### src/rtl/mc_ctrl_pkg.sv
// rtl/mc_ctrl_pkg.sv - shared states, opcodes, select constants and control bundle for multicycle_control
package mc_ctrl_pkg;

  typedef enum logic [3:0] {
    S_RESET     = 4'd0,
    S_FETCH     = 4'd1,
    S_DECODE    = 4'd2,
    S_MEM_ADDR  = 4'd3,
    S_MEM_READ  = 4'd4,
    S_MEM_WB    = 4'd5,
    S_MEM_WRITE = 4'd6,
    S_EXECUTE   = 4'd7,
    S_R_WB      = 4'd8,
    S_BRANCH    = 4'd9,
    S_JUMP      = 4'd10,
    S_ADDI_EXEC = 4'd11,
    S_ADDI_WB   = 4'd12
  } state_t;

  localparam logic [5:0] OP_RTYPE = 6'b000000;
  localparam logic [5:0] OP_LW    = 6'b100011;
  localparam logic [5:0] OP_SW    = 6'b101011;
  localparam logic [5:0] OP_BEQ   = 6'b000100;
  localparam logic [5:0] OP_J     = 6'b000010;
  localparam logic [5:0] OP_ADDI  = 6'b001000;

  localparam logic [1:0] ALUOP_ADD  = 2'b00;
  localparam logic [1:0] ALUOP_SUB  = 2'b01;
  localparam logic [1:0] ALUOP_FUNC = 2'b10;

  localparam logic [1:0] SRCB_REG    = 2'b00;
  localparam logic [1:0] SRCB_FOUR   = 2'b01;
  localparam logic [1:0] SRCB_IMM    = 2'b10;
  localparam logic [1:0] SRCB_IMM_SH = 2'b11;

  localparam logic [1:0] PCSRC_ALU    = 2'b00;
  localparam logic [1:0] PCSRC_ALUOUT = 2'b01;
  localparam logic [1:0] PCSRC_JUMP   = 2'b10;

  typedef struct packed {
    logic       pc_write;
    logic       pc_write_cond;
    logic       i_or_d;
    logic       mem_read;
    logic       mem_write;
    logic       ir_write;
    logic       mem_to_reg;
    logic       reg_dst;
    logic       reg_write;
    logic       alu_src_a;
    logic [1:0] alu_src_b;
    logic [1:0] alu_op;
    logic [1:0] pc_source;
  } ctrl_t;

endpackage

### src/rtl/mc_ctrl_outdec.sv
// rtl/mc_ctrl_outdec.sv - combinational state+mem_rdy to control decode; ADDI states under MC_CTRL_ADDI_EN
module mc_ctrl_outdec
  import mc_ctrl_pkg::*;
(
  input  state_t state,
  input  logic   mem_rdy,
  output ctrl_t  ctrl
);

  always_comb begin
    ctrl = '0;
    case (state)
      S_FETCH: begin
        ctrl.mem_read  = 1'b1;
        ctrl.alu_src_b = SRCB_FOUR;
        ctrl.alu_op    = ALUOP_ADD;
        ctrl.pc_source = PCSRC_ALU;
        // IR and PC only load on the cycle memory actually returns the word
        ctrl.ir_write  = mem_rdy;
        ctrl.pc_write  = mem_rdy;
      end
      S_DECODE: begin
        ctrl.alu_src_b = SRCB_IMM_SH;
        ctrl.alu_op    = ALUOP_ADD;
      end
      S_MEM_ADDR: begin
        ctrl.alu_src_a = 1'b1;
        ctrl.alu_src_b = SRCB_IMM;
        ctrl.alu_op    = ALUOP_ADD;
      end
      S_MEM_READ: begin
        ctrl.mem_read = 1'b1;
        ctrl.i_or_d   = 1'b1;
      end
      S_MEM_WB: begin
        ctrl.reg_write  = 1'b1;
        ctrl.mem_to_reg = 1'b1;
      end
      S_MEM_WRITE: begin
        ctrl.mem_write = 1'b1;
        ctrl.i_or_d    = 1'b1;
      end
      S_EXECUTE: begin
        ctrl.alu_src_a = 1'b1;
        ctrl.alu_src_b = SRCB_REG;
        ctrl.alu_op    = ALUOP_FUNC;
      end
      S_R_WB: begin
        ctrl.reg_write = 1'b1;
        ctrl.reg_dst   = 1'b1;
      end
      S_BRANCH: begin
        ctrl.alu_src_a     = 1'b1;
        ctrl.alu_src_b     = SRCB_REG;
        ctrl.alu_op        = ALUOP_SUB;
        ctrl.pc_write_cond = 1'b1;
        ctrl.pc_source     = PCSRC_ALUOUT;
      end
      S_JUMP: begin
        ctrl.pc_write  = 1'b1;
        ctrl.pc_source = PCSRC_JUMP;
      end
`ifdef MC_CTRL_ADDI_EN
      S_ADDI_EXEC: begin
        ctrl.alu_src_a = 1'b1;
        ctrl.alu_src_b = SRCB_IMM;
        ctrl.alu_op    = ALUOP_ADD;
      end
      S_ADDI_WB: begin
        ctrl.reg_write = 1'b1;
      end
`endif
      default: ctrl = '0;
    endcase
  end

endmodule

### src/rtl/multicycle_control.sv
// rtl/multicycle_control.sv - multi-cycle MIPS main control FSM; addi support under MC_CTRL_ADDI_EN
module multicycle_control
  import mc_ctrl_pkg::*;
(
  input  logic       clk,
  input  logic       rst,
  input  logic [5:0] opcode,
  input  logic       mem_rdy,
  output logic       pc_write,
  output logic       pc_write_cond,
  output logic       i_or_d,
  output logic       mem_read,
  output logic       mem_write,
  output logic       ir_write,
  output logic       mem_to_reg,
  output logic       reg_dst,
  output logic       reg_write,
  output logic       alu_src_a,
  output logic [1:0] alu_src_b,
  output logic [1:0] alu_op,
  output logic [1:0] pc_source,
  output logic       illegal,
  output logic [3:0] state
);

  state_t     state_q;
  state_t     state_next;
  logic [5:0] opcode_q;
  ctrl_t      ctrl;

  // opcode is captured in DECODE so MEM_ADDR can pick lw/sw without re-sampling the port
  always_ff @(posedge clk or posedge rst) begin
    if (rst) begin
      state_q  <= S_RESET;
      opcode_q <= '0;
    end else begin
      state_q <= state_next;
      if (state_q == S_DECODE) opcode_q <= opcode;
    end
  end

  always_comb begin
    state_next = state_q;
    illegal    = 1'b0;
    case (state_q)
      S_RESET:     state_next = S_FETCH;
      S_FETCH:     if (mem_rdy) state_next = S_DECODE;
      S_DECODE: begin
        case (opcode)
          OP_LW, OP_SW: state_next = S_MEM_ADDR;
          OP_RTYPE:     state_next = S_EXECUTE;
          OP_BEQ:       state_next = S_BRANCH;
          OP_J:         state_next = S_JUMP;
`ifdef MC_CTRL_ADDI_EN
          OP_ADDI:      state_next = S_ADDI_EXEC;
`endif
          default: begin
            state_next = S_FETCH;
            illegal    = 1'b1;
          end
        endcase
      end
      S_MEM_ADDR:  state_next = (opcode_q == OP_LW) ? S_MEM_READ : S_MEM_WRITE;
      S_MEM_READ:  if (mem_rdy) state_next = S_MEM_WB;
      S_MEM_WB:    state_next = S_FETCH;
      S_MEM_WRITE: if (mem_rdy) state_next = S_FETCH;
      S_EXECUTE:   state_next = S_R_WB;
      S_R_WB:      state_next = S_FETCH;
      S_BRANCH:    state_next = S_FETCH;
      S_JUMP:      state_next = S_FETCH;
`ifdef MC_CTRL_ADDI_EN
      S_ADDI_EXEC: state_next = S_ADDI_WB;
      S_ADDI_WB:   state_next = S_FETCH;
`endif
      default:     state_next = S_FETCH;
    endcase
  end

  mc_ctrl_outdec u_outdec (
    .state   (state_q),
    .mem_rdy (mem_rdy),
    .ctrl    (ctrl)
  );

  assign pc_write      = ctrl.pc_write;
  assign pc_write_cond = ctrl.pc_write_cond;
  assign i_or_d        = ctrl.i_or_d;
  assign mem_read      = ctrl.mem_read;
  assign mem_write     = ctrl.mem_write;
  assign ir_write      = ctrl.ir_write;
  assign mem_to_reg    = ctrl.mem_to_reg;
  assign reg_dst       = ctrl.reg_dst;
  assign reg_write     = ctrl.reg_write;
  assign alu_src_a     = ctrl.alu_src_a;
  assign alu_src_b     = ctrl.alu_src_b;
  assign alu_op        = ctrl.alu_op;
  assign pc_source     = ctrl.pc_source;
  assign state         = state_q;

endmodule
### config.mk
export PLATFORM = sky130hd
export DESIGN_NAME = multicycle_control
export DESIGN_NICKNAME = d
export VERILOG_FILES = /design/src/rtl/mc_ctrl_pkg.sv /design/src/rtl/mc_ctrl_outdec.sv /design/src/rtl/multicycle_control.sv
export SDC_FILE = /design/constraint.sdc
export NUM_CORES = 1
export LEC_CHECK = 0
export ABC_AREA = 1
export CAP_MARGIN = 0
export CORE_MARGIN = 5
export CORE_UTILIZATION = 45
export DETAILED_ROUTE_END_ITERATION = 10
export PLACE_DENSITY = 0.94
export SLEW_MARGIN = 30
export SYNTH_ARGS = -nofsm -noshare
export SYNTH_HDL_FRONTEND = slang
export SYNTH_SLANG_ARGS = --single-unit
### constraint.sdc
create_clock -name clk -period 2.4 [get_ports clk]
set_input_delay 0.72 -clock clk [delete_from_list [all_inputs] [get_ports clk]]
set_output_delay 0.72 -clock clk [all_outputs]
set_load 0.02 [all_outputs]
==> results.ini, run 1 <==
[synth]
ys_ff_latch = 10
synth_top_area_cell = dfrtp_1
yosys.cell_count.top_type = nand2_1
synth_commonest_cells = nand2_1 (31), nor2_1 (18), inv_1 (14)
avgSynthCellArea_sq_um = 6.93
yosysUniqueCellTypes = 22
netlist_area_sq_um = 762
synth_ff_type = dfrtp_1
yosysTopAreaCellShare = 0.328
synth.net_count = 119
synth_cells = 110
ys_warn_count = 0
ys_seq_area_frac = 0.328
synth_enable_flop_cells = 0
synth-async-reset-ratio = 1.00
synth_area_leaders = dfrtp_1 (33%), nand2_1 (15%), nor2_1 (8.9%)

[sta]
rsz0062_at_grt = true
finalClockSkew_ns = 0.00522
setup_viol_count_final = 0
tightest_slew_ns = 0.403
fmax_ghz = 0.422
fin_crit_ns = 2.37
drv_slew = 0
whs_ns = 0.490
setup_tns_ns = 0
relSlewSlack = 0.731
period_share = 0.987
hold_viol_final = 0

[routing]
wirelength_um = 2580
firstDrtPassIters = 7
antenna_left = 0
drc = 0
wire_per_inst_um = 15.3
avgViaCountPerCell = 5.52
drt_iter0_drc = 40
vias = 928

[global_routing]
grt_max_degree = 11
grt_overflow_total = 0
grt_usage = 0.191
grt_pass1_wl_um = 3760
antenna_found_initial = 0
grt_pass1_vias = 865

[worst_hold_path]
hold_depth = 2
hp-class = register to register

[floorplan]
die-area_sq_um = 2620
core_sq_um = 1560
start_util = 0.489
io_pins = 30
die_height_um = 51.2
die_w_um = 51.2
rows = 14

[final_layout]
antenna_cells = 0
fin_area_sq_um = 1180
area_growth_pct = 55.2
final_util = 0.758
num-nets-final = 162
layout-drive-gt1-share = 0.283

[clock_network]
clock_sinks = 10
cts_buffer_depth = 2
path_clk_slew_ns = 0.08
cts_tree = built
root_buffer = clkbuf_4
cts_htree_levels = 1
cts_buffers = 3
insertion_delay_ns = 0.27
hold_buffers = 0

[setup_path]
cp-start-kind = input port
arrival_ns = 1.65
cp_cell_sequence = clkdlybuf4s50_1 > inv_1 > nor2_2 > or2_1 > buf_4
required_ns = 1.68
critPathMaxFanout = 2
cp_slowest_stage_delay_ns = 0.40
reg2reg_depth = 8
slowest_stage = clkdlybuf4s50_1
critPathCaptureType = output port
critPathKind = input port to output port

[run]
drv_cap = 0

[power]
power.total_mw = 1.41
power.density_nw_per_um2 = 1190
ir_drop_uv = 766
leakagePower_nw = 0.705

[placed_design]
place_area_sq_um = 1140
io_buffers = 29
gp_congestion = 0.879
hpwl_um = 1860

[outcome]
outcome = finished clean

[layout by cell type (no fill, tap or decap), drive strengths merged]
master         count
nand2             35
dfrtp             10
dlygate4sd2       15
dlymetal6s2s       3
clkdlybuf4s15      2
nand4              1
or2                1
nand3              9
buf               14
clkdlybuf4s50      6
nor2              23
clkbuf             5
a21oi              1
nor3b              1
inv               16
o22ai              2
o21ai              8
[cells by family (layout without fill, tap and decap cells)]
| group | Yosys count | after routing | synth area share |
|---|---|---|---|
| buffers and inverters | 19 | 61 | 0.113 |
| DFF | 10 | 10 | 0.328 |
| AOI/OAI and AO/OA | 11 | 11 | 0.100 |
| and+or+nand+nor | 70 | 70 | 0.458 |
[report_power, final]
part           internal, mW  switching, mW  total [mW]  leakage [nW]
combinational         0.358          0.568       0.926         0.561
sequential            0.248         0.0736       0.322         0.123
clock                0.0922         0.0710       0.163        0.0210
[final cells by class]
class / instances / area (sq um)
fillers: 111 / 377
inverters: 16 / 60.1
repair buffers: 41 / 359
well taps: 16 / 20.0
multi-input cells: 81 / 455
clock buffers: 4 / 36.3
flip-flops and latches: 10 / 251
[worst paths after layout]
kind	start	to	slack (ns)
worst min-delay path	opcode_q[1]	opcode_q[1]	0.49
max in group asynchronous	rst	state[0]	1.38
min in group asynchronous	rst	opcode_q[5]	0.72
worst max-delay path	mem_rdy	pc_write	0.03
worst min register to register	opcode_q[1]	opcode_q[1]	0.49
worst max register to register	state[0]	state[0]	1.04
[repair_timing]
item	4_1_cts	5_1_grt
buffers inserted	0	0
endpoints found under the setup margin	16	5
pin swaps	2	1
resized for setup	31	13
[critical path, delay by kind of cell]
kind / cells / cell delay [ns]
buffers and inverters: 3 / 0.65
and+or+nand+nor: 2 / 0.28
[flip-flops by register name, indices dropped and copies added, names as in the netlist]
name and count:
opcode_q 6, state 4
[metrics by stage]
stage / cells / setup WS (ns)
6_report: 168 / 0.0310
5_1_grt: 168 / -0.0203
4_1_cts: 168 / -0.130
3_5_place_dp: 164 / -0.712
3_3_place_gp: 164 / -0.605
2_1_floorplan: 110 / 0.237
[layer usage]
metal / vias to the layer above / track usage / routed length, um
li1: 430 / - / -
met1: 427 / 0.213 / 968
met2: 57 / 0.343 / 1340
met3: 14 / 0.0145 / 163
met4: 0 / 0.130 / 108
met5: - / 0 / 0
Power figures use the tool's default switching activity.
==> inputs of run 2 (changes only) <==
--- a/config.mk
+++ b/config.mk
@@ -10,6 +10,8 @@
 export CORE_MARGIN = 5
 export CORE_UTILIZATION = 45
 export DETAILED_ROUTE_END_ITERATION = 10
+export GPL_ROUTABILITY_DRIVEN = 1
+export HOLD_SLACK_MARGIN = 0.08
 export PLACE_DENSITY = 0.94
 export SLEW_MARGIN = 30
 export SYNTH_ARGS = -nofsm -noshare
==> results of run 2 <==
No change in the layout: final DEF, timing and power equal those of run 1.
